## src/rtl/decode_stage.sv

```systemverilog
// Decode/operand-fetch stage ahead of the 16-bit ALU: 8x16 register file with
// writeback bypass and a single-entry output register. Optional hazard scoreboard: DECODE_SCOREBOARD_EN.
module decode_stage #(
    parameter int DEPTH = 8
) (
    input  logic        clk,
    input  logic        rst,
    input  logic        in_valid,
    output logic        in_ready,
    input  logic [15:0] in_instr,
    output logic        out_valid,
    input  logic        out_ready,
    output logic [15:0] alu_a,
    output logic [15:0] alu_b,
    output logic [2:0]  alu_opcode,
    output logic [2:0]  alu_rd,
    output logic        alu_wen,
    input  logic        wb_en,
    input  logic [2:0]  wb_addr,
    input  logic [15:0] wb_data
);

    logic [15:0] regs [DEPTH];

    logic [2:0]  dec_opcode;
    logic [2:0]  dec_rd;
    logic [15:0] imm_ext;
    logic        is_rtype;
    logic        is_itype;
    logic        uses_rs;
    logic [15:0] dec_a;
    logic [15:0] dec_b;
    logic        dec_wen;
    logic        hazard;
    logic        accept;

    logic        out_valid_reg;
    logic [15:0] alu_a_reg;
    logic [15:0] alu_b_reg;
    logic [2:0]  alu_opcode_reg;
    logic [2:0]  alu_rd_reg;
    logic        alu_wen_reg;

    // Source port 0 reads rs, port 1 reads rt.
    logic [2:0]  src_addr [2];
    logic [15:0] src_val  [2];

    assign dec_opcode  = in_instr[15:13];
    assign dec_rd      = in_instr[12:10];
    assign src_addr[0] = in_instr[9:7];
    assign src_addr[1] = in_instr[6:4];
    assign imm_ext     = {{9{in_instr[6]}}, in_instr[6:0]};

    generate
        for (genvar gi = 0; gi < 2; gi++) begin : g_src
            // r0 reads zero even when a write to r0 is on the bus.
            always_comb begin
                src_val[gi] = '0;
                if (src_addr[gi] != 3'd0) begin
                    if (wb_en && (wb_addr == src_addr[gi])) begin
                        src_val[gi] = wb_data;
                    end else begin
                        src_val[gi] = regs[src_addr[gi]];
                    end
                end
            end
        end
    endgenerate

    always_comb begin
        is_rtype = (dec_opcode == 3'b000);
        is_itype = (dec_opcode == 3'b001) || (dec_opcode == 3'b010);
        uses_rs  = is_rtype || is_itype;
        dec_wen  = uses_rs;
        dec_a    = '0;
        dec_b    = '0;
        if (uses_rs) begin
            dec_a = src_val[0];
        end
        if (is_rtype) begin
            dec_b = src_val[1];
        end else if (is_itype) begin
            dec_b = imm_ext;
        end
    end

`ifdef DECODE_SCOREBOARD_EN
    logic [DEPTH-1:0] pending_reg;
    logic [DEPTH-1:0] pending_next;
    logic             rs_hazard;
    logic             rt_hazard;

    always_comb begin
        rs_hazard = uses_rs && (src_addr[0] != 3'd0) && pending_reg[src_addr[0]]
                    && !(wb_en && (wb_addr == src_addr[0]));
        rt_hazard = is_rtype && (src_addr[1] != 3'd0) && pending_reg[src_addr[1]]
                    && !(wb_en && (wb_addr == src_addr[1]));
        hazard    = rs_hazard || rt_hazard;
    end

    // Clear first so that a same-cycle set on the same register wins.
    always_comb begin
        pending_next = pending_reg;
        if (wb_en && (wb_addr != 3'd0)) begin
            pending_next[wb_addr] = 1'b0;
        end
        if (accept && dec_wen && (dec_rd != 3'd0)) begin
            pending_next[dec_rd] = 1'b1;
        end
    end

    always_ff @(posedge clk or posedge rst) begin
        if (rst) begin
            pending_reg <= '0;
        end else begin
            pending_reg <= pending_next;
        end
    end
`else
    assign hazard = 1'b0;
`endif

    assign in_ready = (!out_valid_reg || out_ready) && !hazard;
    assign accept   = in_valid && in_ready;

    always_ff @(posedge clk or posedge rst) begin
        if (rst) begin
            for (int i = 0; i < DEPTH; i++) begin
                regs[i] <= '0;
            end
        end else if (wb_en && (wb_addr != 3'd0)) begin
            regs[wb_addr] <= wb_data;
        end
    end

    always_ff @(posedge clk or posedge rst) begin
        if (rst) begin
            out_valid_reg  <= 1'b0;
            alu_a_reg      <= '0;
            alu_b_reg      <= '0;
            alu_opcode_reg <= '0;
            alu_rd_reg     <= '0;
            alu_wen_reg    <= 1'b0;
        end else if (accept) begin
            out_valid_reg  <= 1'b1;
            alu_a_reg      <= dec_a;
            alu_b_reg      <= dec_b;
            alu_opcode_reg <= dec_opcode;
            alu_rd_reg     <= dec_rd;
            alu_wen_reg    <= dec_wen;
        end else if (out_ready) begin
            out_valid_reg  <= 1'b0;
        end
    end

    assign out_valid  = out_valid_reg;
    assign alu_a      = alu_a_reg;
    assign alu_b      = alu_b_reg;
    assign alu_opcode = alu_opcode_reg;
    assign alu_rd     = alu_rd_reg;
    assign alu_wen    = alu_wen_reg;

endmodule

```

## config.mk

```make
export PLATFORM = sky130hd
export DESIGN_NAME = decode_stage
export DESIGN_NICKNAME = d
export VERILOG_FILES = /design/src/rtl/decode_stage.sv
export SDC_FILE = /design/constraint.sdc
export NUM_CORES = 1
export LEC_CHECK = 0
export CAP_MARGIN = 20
export CELL_PAD_IN_SITES_DETAIL_PLACEMENT = 1
export CELL_PAD_IN_SITES_GLOBAL_PLACEMENT = 1
export CORE_ASPECT_RATIO = 1.1
export CORE_UTILIZATION = 52
export CTS_CLUSTER_DIAMETER = 150
export DETAILED_ROUTE_END_ITERATION = 8
export PLACE_DENSITY_LB_ADDON = 0.1
export SLEW_MARGIN = 0
export SYNTH_ARGS = -nofsm -noshare
export SYNTH_HDL_FRONTEND = slang
export SYNTH_SLANG_ARGS = --single-unit
```

## constraint.sdc

```tcl
create_clock -name clk -period 12.4 [get_ports clk]
set_clock_uncertainty 0.15 [all_clocks]
set_input_delay 2.48 -clock clk [delete_from_list [all_inputs] [get_ports clk]]
set_output_delay 2.48 -clock clk [all_outputs]
set_load 0.01 [all_outputs]
```

Word level (Yosys, flattened, before mapping)
Index checks and enable logic that the tools add are counted.

Input bits: 40. Word-level logic and storage cells: 57. Output and inout port bits: 41. Register bits after elaboration: 168.

Reductions and logical operators: 14. Equal/unequal tests: 4. Order comparisons: 4. Bitwise gates (word level): 3. Mux-type cells: 18.

Operator list (count): 16-bit 2-to-1 mux (12); 128-bit bitwise mux (1); 16-bit binary-select mux with 3-bit select (2); 16-bit demux with 3-bit select (1); 4-bit greater-or-equal comparator (second input constant) (3); 3-bit NOT with 4-bit output (3); 3-bit nonzero test (3); 3-bit equality test (2); 1-bit logical AND (5); 4-bit by 1-bit < comparator with 1-bit output (second input constant) (1); 3-bit by 1-bit equality test with 1-bit output (second input constant) (1); 3-bit by 2-bit equality test with 1-bit output (second input constant) (1); 3-bit logical NOT (1); 1-bit logical OR (3); 1-bit 2-to-1 mux (2); 2-bit nonzero test (1); 1-bit logical NOT (1).

Depth between registers and ports, before layout
Depth after elaboration: 7. Gate-level depth with buffers: 8.

Least setup slack after synthesis
OpenSTA, ideal clock, no wires.

Path kind: input-to-output. Start: input port out_ready. End: output port in_ready. Path slack: 7075 ps. Data required time: 9770 ps. Cell stages on the path: 1. Data arrival time: 2695 ps. Path through: nand2b_1.

Longest elaborated chain between the ends: 1.

Ends and longest elaborated chain: start: declaration (RTL line 12) `input logic out_ready,`; 1-bit logical OR (RTL line 123) `assign in_ready = (!out_valid_reg || out_ready) && !hazard;`; end: declaration (RTL line 9) `output logic in_ready,`.

No other way between the ends.

Worst setup path after layout
Same ends and word-level chain as after synthesis.

==> results.tsv <==
metric	value	unit
Startpoint Class	primary input	
post-layout util	62.9	%
violated checks	design-rule violations	
Rel. slew slack	24.5	%
post-synthesis sequential area ratio	48.5	%
share of power burned in registers	43.0	%
Initial Util	53.1	%
Clock power frac	35.8	%
post-detailed-route count of antenna-violating nets	0	
register bit total from synthesis	168	
ys async rst share	100	%
Tmin final	6.33	ns
I/O pin total	81	
post-synth cell types	33	
critical path fanouts, max	6	
Mapped Cells	615	
initial antenna violation count	1	
Sum Neg Setup Slack	0	ns
Overflow after GRT	0	
H-tree levels	4	
CP Data Required Time	9.77	ns
r2r worst-path depth	5	
first-pass GRT wire length	38.7	mm
CP Capture Type	primary output	
final setup fails	0	
Clock Root Buffer	clkbuf_16	
Area contributors post-synth	dfrtp_1, mux2_2, mux4_1	
final hold viol count	0	
fillcell total	1473	
placed insts	850	
GPL Wtd Cong	0.760	
Synth warnings	0	
Post-DP HPWL	14.1	mm
DRC Markers	18	
routed vias/inst	6.59	
GRT Overall Usage	30.9	%
detailed-route via count	5815	
1st-pass router iterations	7	
Die H	137	um
Avg Cell Area, Syn	14.1	um^2
core area	0.0163	mm^2
Synth area leader	dfrtp_1	
area grow syn2layout	18.3	%
list of most frequent post-synthesis cells	dfrtp_1, mux2_2, clkbuf_1	
Worst-path clk slew	0.07	ns
top-area cell type share of the netlist area	48.5	%
max reg flops	128	
Crit Path Class	in2out	
CTS Buf Count	17	
Fmax	158	MHz
Main synth FF type	dfrtp_1	
RSZ-0062 raised after global routing	no	
final worst-path cycle share	51.1	%
WHS	0.248	ns
# Post-CTS Setup Buffers	0	
VDD IR max	99.1	uV
largest net degree at the start of global routing	104	
hold path depth	0	
P_sw	0.000444	W
final non-filler cell total	883	
Max Cap Violations	0	
CTS max path bufs	2	
Syn Nets	655	
Buffers on Ports	80	
sw frac	26.3	%
Power Dens Cells	164	mW/mm^2
total wire length	24.7	mm
fin. max-slew vios	0	
number of global-route vias before repair	6320	
die width	125	um
CTS tree	yes	
Post-CTS Resized	0	
most frequent cell after synthesis	dfrtp_1	
share of cells above drive strength 1	32.4	%
clk sinks	168	
Nets	707	
Pleak	4.34	nW
Post-Syn Area	0.00867	mm^2
number of synthesized flops with an enable pin	0	
Worst-Margin Slew	1.13	ns
Clk Latency, worst-skew pair	0.43	ns
WL/cell	28.0	um
DIE AREA	0.0172	mm^2
combinational share of power	21.2	%
Internal	0.00124	W
CP arrival	3.70	ns
FP Rows	49	
Starting DRT DRC Count	329	
Hold WC Path Type	reg2reg	
count of hold-fix buffers inserted at cts	0	
outcome	finished, violations left	
[power by group through the flow]
stage	combinational [W]	sequential, W	clock (W)
2_1_floorplan	0.000236	0.000712	0
3_3_place_gp	0.000338	0.000718	0
3_5_place_dp	0.000354	0.000730	0
4_1_cts	0.000361	0.000723	0.000611
5_1_grt	0.000384	0.000737	0.000634
6_report	0.000358	0.000725	0.000604
[placed cells by master, fill, tap and decap left out, types with 5 or more instances in the layout]
cell               n
a211oi_1          14
a21oi_1            6
a221o_1           16
and2_1            17
buf_4             17
bufinv_16          6
clkbuf_16         17
clkdlybuf4s50_1   76
dfrtp_1          168
mux2_2           135
mux2i_1           20
mux4_1            28
mux4_2            26
nand2_1           27
nor2_1            14
nor2b_1            5
nor3_1             5
o221ai_1          10
o22ai_1           24
xnor2_1            7
[per-stage QoR]
stage                     area, um^2  worst slack [ns]  total power (W)
final                          10300              6.07          0.00169
after CTS                      10200              6.06          0.00169
after floorplan                 8670              5.22         0.000948
after detailed placement        9570              6.07          0.00108
after global routing           10300              6.02          0.00176
after global placement          9550              6.09          0.00106
[worst paths after layout]
path                           start        end  slack, ns
max in group asynchronous        rst   regs[63]       8.18
min in group asynchronous        rst  alu_rd[2]       2.49
setup / recovery           out_ready   in_ready       6.07
hold reg to reg            regs[124]  regs[124]       0.25
hold / removal             regs[124]  regs[124]       0.25
setup reg to reg           out_valid  alu_a[15]      10.55
[worst max-delay path, stage by stage]
cell and delay (ns):
clkdlybuf4s50_1 0.45, nand2b_1 0.20, clkdlybuf4s50_1 0.57
[area by class of cell]
class,instances,area [um^2],share of cell area [%]
Clock buffer,18,439,4.28
Multi-Input combinational cell,380,4180,40.7
Tap cell,204,255,2.49
Antenna cell,1,2.50,0.0244
Sequential cell,168,4200,41.0
Clock inverter,12,225,2.20
Inverter,1,8.76,0.0854
Timing Repair Buffer,99,940,9.17
[cells by family (layout without fill, tap and decap cells)]
logic type,count (synthesis),in the layout,share of synthesized area [%]
other,0,1,0
AO/OA/AOI/OAI,73,73,6.44
XOR/XNOR,7,7,0.707
AND/OR/NAND/NOR,91,91,5.59
flip-flops,168,168,48.5
buffers and inverters,67,130,3.67
multiplexers,209,209,35.1
[per-layer routing]
layer / vias up / track usage, % / part of all wire (%)
met5: - / 0 / 0
met4: 0 / 12.8 / 2.1
met3: 39 / 4.78 / 4.6
met2: 189 / 52.8 / 51
met1: 3122 / 39.8 / 42
li1: 2465 / - / -
Note: power is estimated with default switching activity, not from simulation.
